File: src/rtl/coeff_bank.sv
// rtl/coeff_bank.sv - double-buffered FIR coefficient store with streaming shadow load and sample-boundary swap
module coeff_bank #(
    parameter  int NUMBER_OF_TAPS = 64,
    parameter  int COEFF_BITS     = 16,
    parameter  int SYMMETRIC      = 0,
    localparam int COUNTER_BITS   = $clog2(NUMBER_OF_TAPS)
) (
    input  logic                         clk,
    input  logic                         rst,
    input  logic                         load_valid,
    output logic                         load_ready,
    input  logic signed [COEFF_BITS-1:0] load_data,
    input  logic                         load_last,
    input  logic                         swap_allow,
    input  logic [COUNTER_BITS-1:0]      current_count,
    output logic signed [COEFF_BITS-1:0] coeff,
    output logic                         bank_sel,
    output logic                         swap_pending,
    output logic                         load_error
);

    localparam int STORED   = (SYMMETRIC != 0) ? (NUMBER_OF_TAPS + 1) / 2 : NUMBER_OF_TAPS;
    localparam int PTR_BITS = (STORED > 1) ? $clog2(STORED) : 1;
    localparam int IDX_BITS = COUNTER_BITS + 1;

    localparam logic [PTR_BITS-1:0] LAST_PTR   = PTR_BITS'(STORED - 1);
    localparam logic [IDX_BITS-1:0] TAPS_EXT   = IDX_BITS'(NUMBER_OF_TAPS);
    localparam logic [IDX_BITS-1:0] STORED_EXT = IDX_BITS'(STORED);

    typedef enum logic [1:0] {
        ST_IDLE,
        ST_LOADING,
        ST_PENDING
    } state_t;

    state_t                 state;
    state_t                 state_next;
    logic [PTR_BITS-1:0]    wr_ptr;
    logic [PTR_BITS-1:0]    wr_ptr_next;
    logic                   frame_err;
    logic                   do_swap;
    logic                   accept;

    logic signed [COEFF_BITS-1:0] bank0 [STORED];
    logic signed [COEFF_BITS-1:0] bank1 [STORED];

    logic [IDX_BITS-1:0]          count_ext;
    logic [IDX_BITS-1:0]          rd_idx;
    logic                         in_range;
    logic signed [COEFF_BITS-1:0] rd_data;

    always_comb begin
        load_ready   = (state != ST_PENDING) && !rst;
        accept       = load_valid && load_ready;
        swap_pending = (state == ST_PENDING);
    end

    always_comb begin
        state_next  = state;
        wr_ptr_next = wr_ptr;
        frame_err   = 1'b0;
        do_swap     = 1'b0;
        case (state)
            ST_IDLE, ST_LOADING: begin
                if (accept) begin
                    // load_last must coincide exactly with the final shadow slot
                    if (load_last != (wr_ptr == LAST_PTR)) begin
                        frame_err   = 1'b1;
                        state_next  = ST_IDLE;
                        wr_ptr_next = '0;
                    end else if (load_last) begin
                        state_next = ST_PENDING;
                    end else begin
                        state_next  = ST_LOADING;
                        wr_ptr_next = wr_ptr + PTR_BITS'(1);
                    end
                end
            end
            ST_PENDING: begin
                if (swap_allow) begin
                    do_swap     = 1'b1;
                    state_next  = ST_IDLE;
                    wr_ptr_next = '0;
                end
            end
            default: begin
                state_next  = ST_IDLE;
                wr_ptr_next = '0;
            end
        endcase
    end

    always_ff @(posedge clk) begin
        if (rst) begin
            state      <= ST_IDLE;
            wr_ptr     <= '0;
            bank_sel   <= 1'b0;
            load_error <= 1'b0;
        end else begin
            state      <= state_next;
            wr_ptr     <= wr_ptr_next;
            bank_sel   <= bank_sel ^ do_swap;
            load_error <= frame_err;
        end
    end

    // The shadow is whichever bank bank_sel does not point at.
    always_ff @(posedge clk) begin
        if (rst) begin
            for (int i = 0; i < STORED; i++) begin
                bank0[i] <= '0;
                bank1[i] <= '0;
            end
        end else begin
            for (int i = 0; i < STORED; i++) begin
                if (accept && (wr_ptr == PTR_BITS'(i))) begin
                    if (bank_sel) begin
                        bank0[i] <= load_data;
                    end else begin
                        bank1[i] <= load_data;
                    end
                end
            end
        end
    end

    always_comb begin
        count_ext = {1'b0, current_count};
        in_range  = (count_ext < TAPS_EXT);
        if ((SYMMETRIC != 0) && (count_ext >= STORED_EXT)) begin
            rd_idx = TAPS_EXT - IDX_BITS'(1) - count_ext;
        end else begin
            rd_idx = count_ext;
        end
        rd_data = '0;
        for (int i = 0; i < STORED; i++) begin
            if (in_range && (rd_idx == IDX_BITS'(i))) begin
                rd_data = bank_sel ? bank1[i] : bank0[i];
            end
        end
    end

    always_ff @(posedge clk) begin
        if (rst) begin
            coeff <= '0;
        end else begin
            coeff <= rd_data;
        end
    end

endmodule

File: config.mk
export PLATFORM = sky130hd
export DESIGN_NAME = coeff_bank
export DESIGN_NICKNAME = d
export VERILOG_FILES = /design/src/rtl/coeff_bank.sv
export SDC_FILE = /design/constraint.sdc
export NUM_CORES = 2
export LEC_CHECK = 0
export ABC_CLOCK_PERIOD_IN_PS = 3000
export BUFFER_PORTS_ARGS = -buffer_cell sky130_fd_sc_hd__clkbuf_2
export CAP_MARGIN = 5
export CORE_MARGIN = 2
export CORE_UTILIZATION = 47
export CTS_CLUSTER_SIZE = 25
export DETAILED_ROUTE_END_ITERATION = 6
export PLACE_DENSITY = 0.66
export REMOVE_ABC_BUFFERS = 1
export SLEW_MARGIN = 20
export SYNTH_ARGS = -nofsm -noshare
export SYNTH_HDL_FRONTEND = slang
export SYNTH_SLANG_ARGS = --single-unit
File: constraint.sdc
create_clock -name clk -period 3 [get_ports clk]
set_input_delay 0.6 -clock clk [delete_from_list [all_inputs] [get_ports clk]]
set_output_delay 0.6 -clock clk [all_outputs]
set_load 0.1 [all_outputs]
==> metrics.yaml <==
status: "finished, violations left"
violations: "DRC, setup timing"
grt_overflow: 0
cts-root-buf: "clkbuf_16"
drv_slew: 0
cpPeakStageDelay_ps: 410
synth_ff_type: "edfxtp_1"
synth-edff-count: 2048
hp-class: "input port to flop"
synth_top_cell_area_share: 0.6776
p_per_area_nw_per_um2: 577.0
crit_buf_inv: 5
worstPathArrival_ps: 4100
grt_pass1_vias: 60249
critPathTopFamily: "compound AO/OA/AOI/OAI gates"
die_w_um: 443.4
final-setup-viol-count: 16
cts_max_level: 4
port_buffers: 46
relSlewSlack: 0.2583
synth_area_leaders: "edfxtp_1, mux2i_1, nor2_1"
core_area_um2: 192200
tightestPinTransition_ps: 1108
max_cap_violations: 0
synth_commonest_cells: "edfxtp_1, nor2_1, mux2i_1, clkbuf_1, mux2_2"
intPower_mw: 49.79
max_clock_freq_mhz: 300.0
drive_above_1_share: 0.2929
antenna_found_initial: 15
rsz0062_at_grt: "yes"
clockBufferDepth: 3
yosysSeqAreaShare: 0.6833
peakVddDrop_v: 0.0005231
period_share: 1.111
yosysMostFrequentCell: "edfxtp_1"
cts_sinks: 2074
yosysWarnings: 0
cp-end-kind: "flop"
drc: 32
fin_ws_ps: -333.2
via_count: 63596
first_pass_iters: 7
placed_cells: 9763
drt_iter0_markers: 9423
fin_cells: 10275
yosysTopAreaCell: "edfxtp_1"
area_growth_syn_to_layout_pct: 24.72
p_clk_frac: 0.395
die_h_um: 443.4
ys_types: 83
cts_buffers: 210
cp_common_cell: "buf_12"
rows: 161
p_seq_frac: 0.522
die_area_um2: 196600
fin_util: 0.5890
wirelength_mm: 314.1
ys_ff_latch: 2074
gp_congestion: 1.020
crit_fanout: 19
syn_inst: 6568
crit_chain: "buf_12 -> buf_12 -> buf_16 -> buf_12 -> buf_12 -> mux2i_1 -> a21o_1 -> o21ai_0 -> a221o_1 -> o21ai_1 -> and4_1 -> a221oi_2"
fillers: 14906
nets: 7593
initial_utilization: 0.4723
fin_crit_ps: 3333
viasPerCell: 6.189
worstPathRequired_ps: 3770
power_leakage_nw: 39.44
synth_area_um2: 90760
critPathKind: "flop to flop"
async_flop_share: 0
finClkSkew_ps: 99.91
hold_viol: 0
finalPower_mw: 65.32
ioPinCount: 47
ant_nets: 0
crit_slowest_cell: "and4_1"
critPathLaunchType: "flop"
net-switching-power_mw: 15.53
grt_start_max_net_pins: 93
hpwl_mm: 216.1
grt_first_pass_wirelength_mm: 440.8
timing.hold.ws_ps: 65.64
grt_usage: 0.3125
p_sw_frac: 0.2378
post_drt_wl_per_cell_um: 30.57
comb_power_share: 0.083
cts_tree: "yes"
avgSynthCellArea_um2: 13.82
clk_pin_slew_ps: 70
clk_latency_ps: 900
what timing repair did:
item	CTS	global route
resized for setup	228	159
hold buffers	1	0
gates cloned	7	2
setup buffers	62	42
hold endpoints to repair	1	0
pin swaps	67	76
setup endpoints to repair	16	16
flip-flops by register name (all words and copies together) (netlist names):
| register | count |
|---|---|
| coeff | 16 |
| wr_ptr | 6 |
| load_error | 1 |
| bank1 | 1024 |
| bank0 | 1024 |
| bank_sel | 1 |
| state | 2 |
stage by stage:
stage / worst slack [ps] / instance area (um^2) / setup TNS (ps)
floorplan: -39510 / 88330 / -
global placement: -1193 / 103600 / -13400
detailed placement: -1120 / 103600 / -14140
CTS: -213.4 / 112100 / -1316
global route: -275.3 / 113200 / -2433
finish: -333.2 / 113200 / -2603
path summary, 6_finish.rpt:
path / end / start / depth (start not counted) / slack, ps
setup / recovery: coeff[2] / bank_sel / 12 / -330
hold / removal: state[0] / load_valid / 3 / 70
setup reg to reg: coeff[2] / bank_sel / 12 / -330
hold reg to reg: wr_ptr[1] / wr_ptr[1] / 2 / 530
placed cells by master (no fill, tap or decap), types with 21 or more instances in the layout:
cell type and instances:
a211oi_1 67, a21o_1 58, a21oi_1 121, a221o_1 38, a221oi_1 34, and3_1 35, buf_12 221, buf_4 1035
buf_6 22, clkbuf_1 43, clkbuf_16 215, clkbuf_2 42, clkinv_1 53, clkinv_2 37, dfxtp_1 25, edfxtp_1 2048
mux2_2 283, mux2i_1 570, mux2i_2 33, mux2i_4 21, mux4_2 47, nand2_1 214, nand2b_1 76, nand3_1 72
nor2_1 1218, nor2b_1 33, nor3_1 66, o2111ai_1 25, o211ai_1 84, o21ai_0 137, o221ai_1 42, o22ai_1 93
power by group through the flow:
| stage | sequential, mW | combinational, mW | clock [mW] |
|---|---|---|---|
| floorplan | 34.7 | 1.86 | 0 |
| global placement | 34.6 | 5.05 | 0 |
| CTS | 34.1 | 5.25 | 25.9 |
| global route | 34.2 | 5.54 | 27.0 |
| detailed placement | 34.7 | 5.10 | 0 |
| finish | 34.1 | 5.42 | 25.8 |
cell type report:
type / count / area, um^2 / area share
Clock buffer: 259 / 5533 / 0.04888
Tap cell: 2526 / 3161 / 0.02792
Sequential cell: 2074 / 62020 / 0.5479
Timing Repair Buffer: 1349 / 13310 / 0.1176
Clock inverter: 127 / 1194 / 0.01054
Inverter: 36 / 136.4 / 0.001205
Antenna cell: 15 / 37.54 / 0.0003316
Multi-Input combinational cell: 3889 / 27800 / 0.2456
metal layers:
| layer | global-route usage | wire (um) | up-vias |
|---|---|---|---|
| li1 | - | - | 26926 |
| met3 | 0.06425 | 33720 | 696 |
| met4 | 0.1384 | 15790 | 14 |
| met5 | 0 | 108 | - |
| met2 | 0.4768 | 142000 | 3904 |
| met1 | 0.4340 | 122400 | 32056 |
cells by family (layout without fill, tap and decap cells):
logic type,Yosys count,count (layout),synth area share
buffers and inverters,605,1771,0.02830
AND/OR/NAND/NOR,1897,1897,0.09066
multiplexers,962,962,0.1166
AO/OA/AOI/OAI,1019,1019,0.07981
adder cells (fa/ha/maj),6,6,0.0008271
XOR/XNOR,5,5,0.0004826
flip-flops,2074,2074,0.6833
other,0,15,0
worst min-delay path: stages:
cell and delay [ps]:
clkbuf_2 110, mux2i_1 150, nor3_1 60
Power figures use the tool's default switching activity.
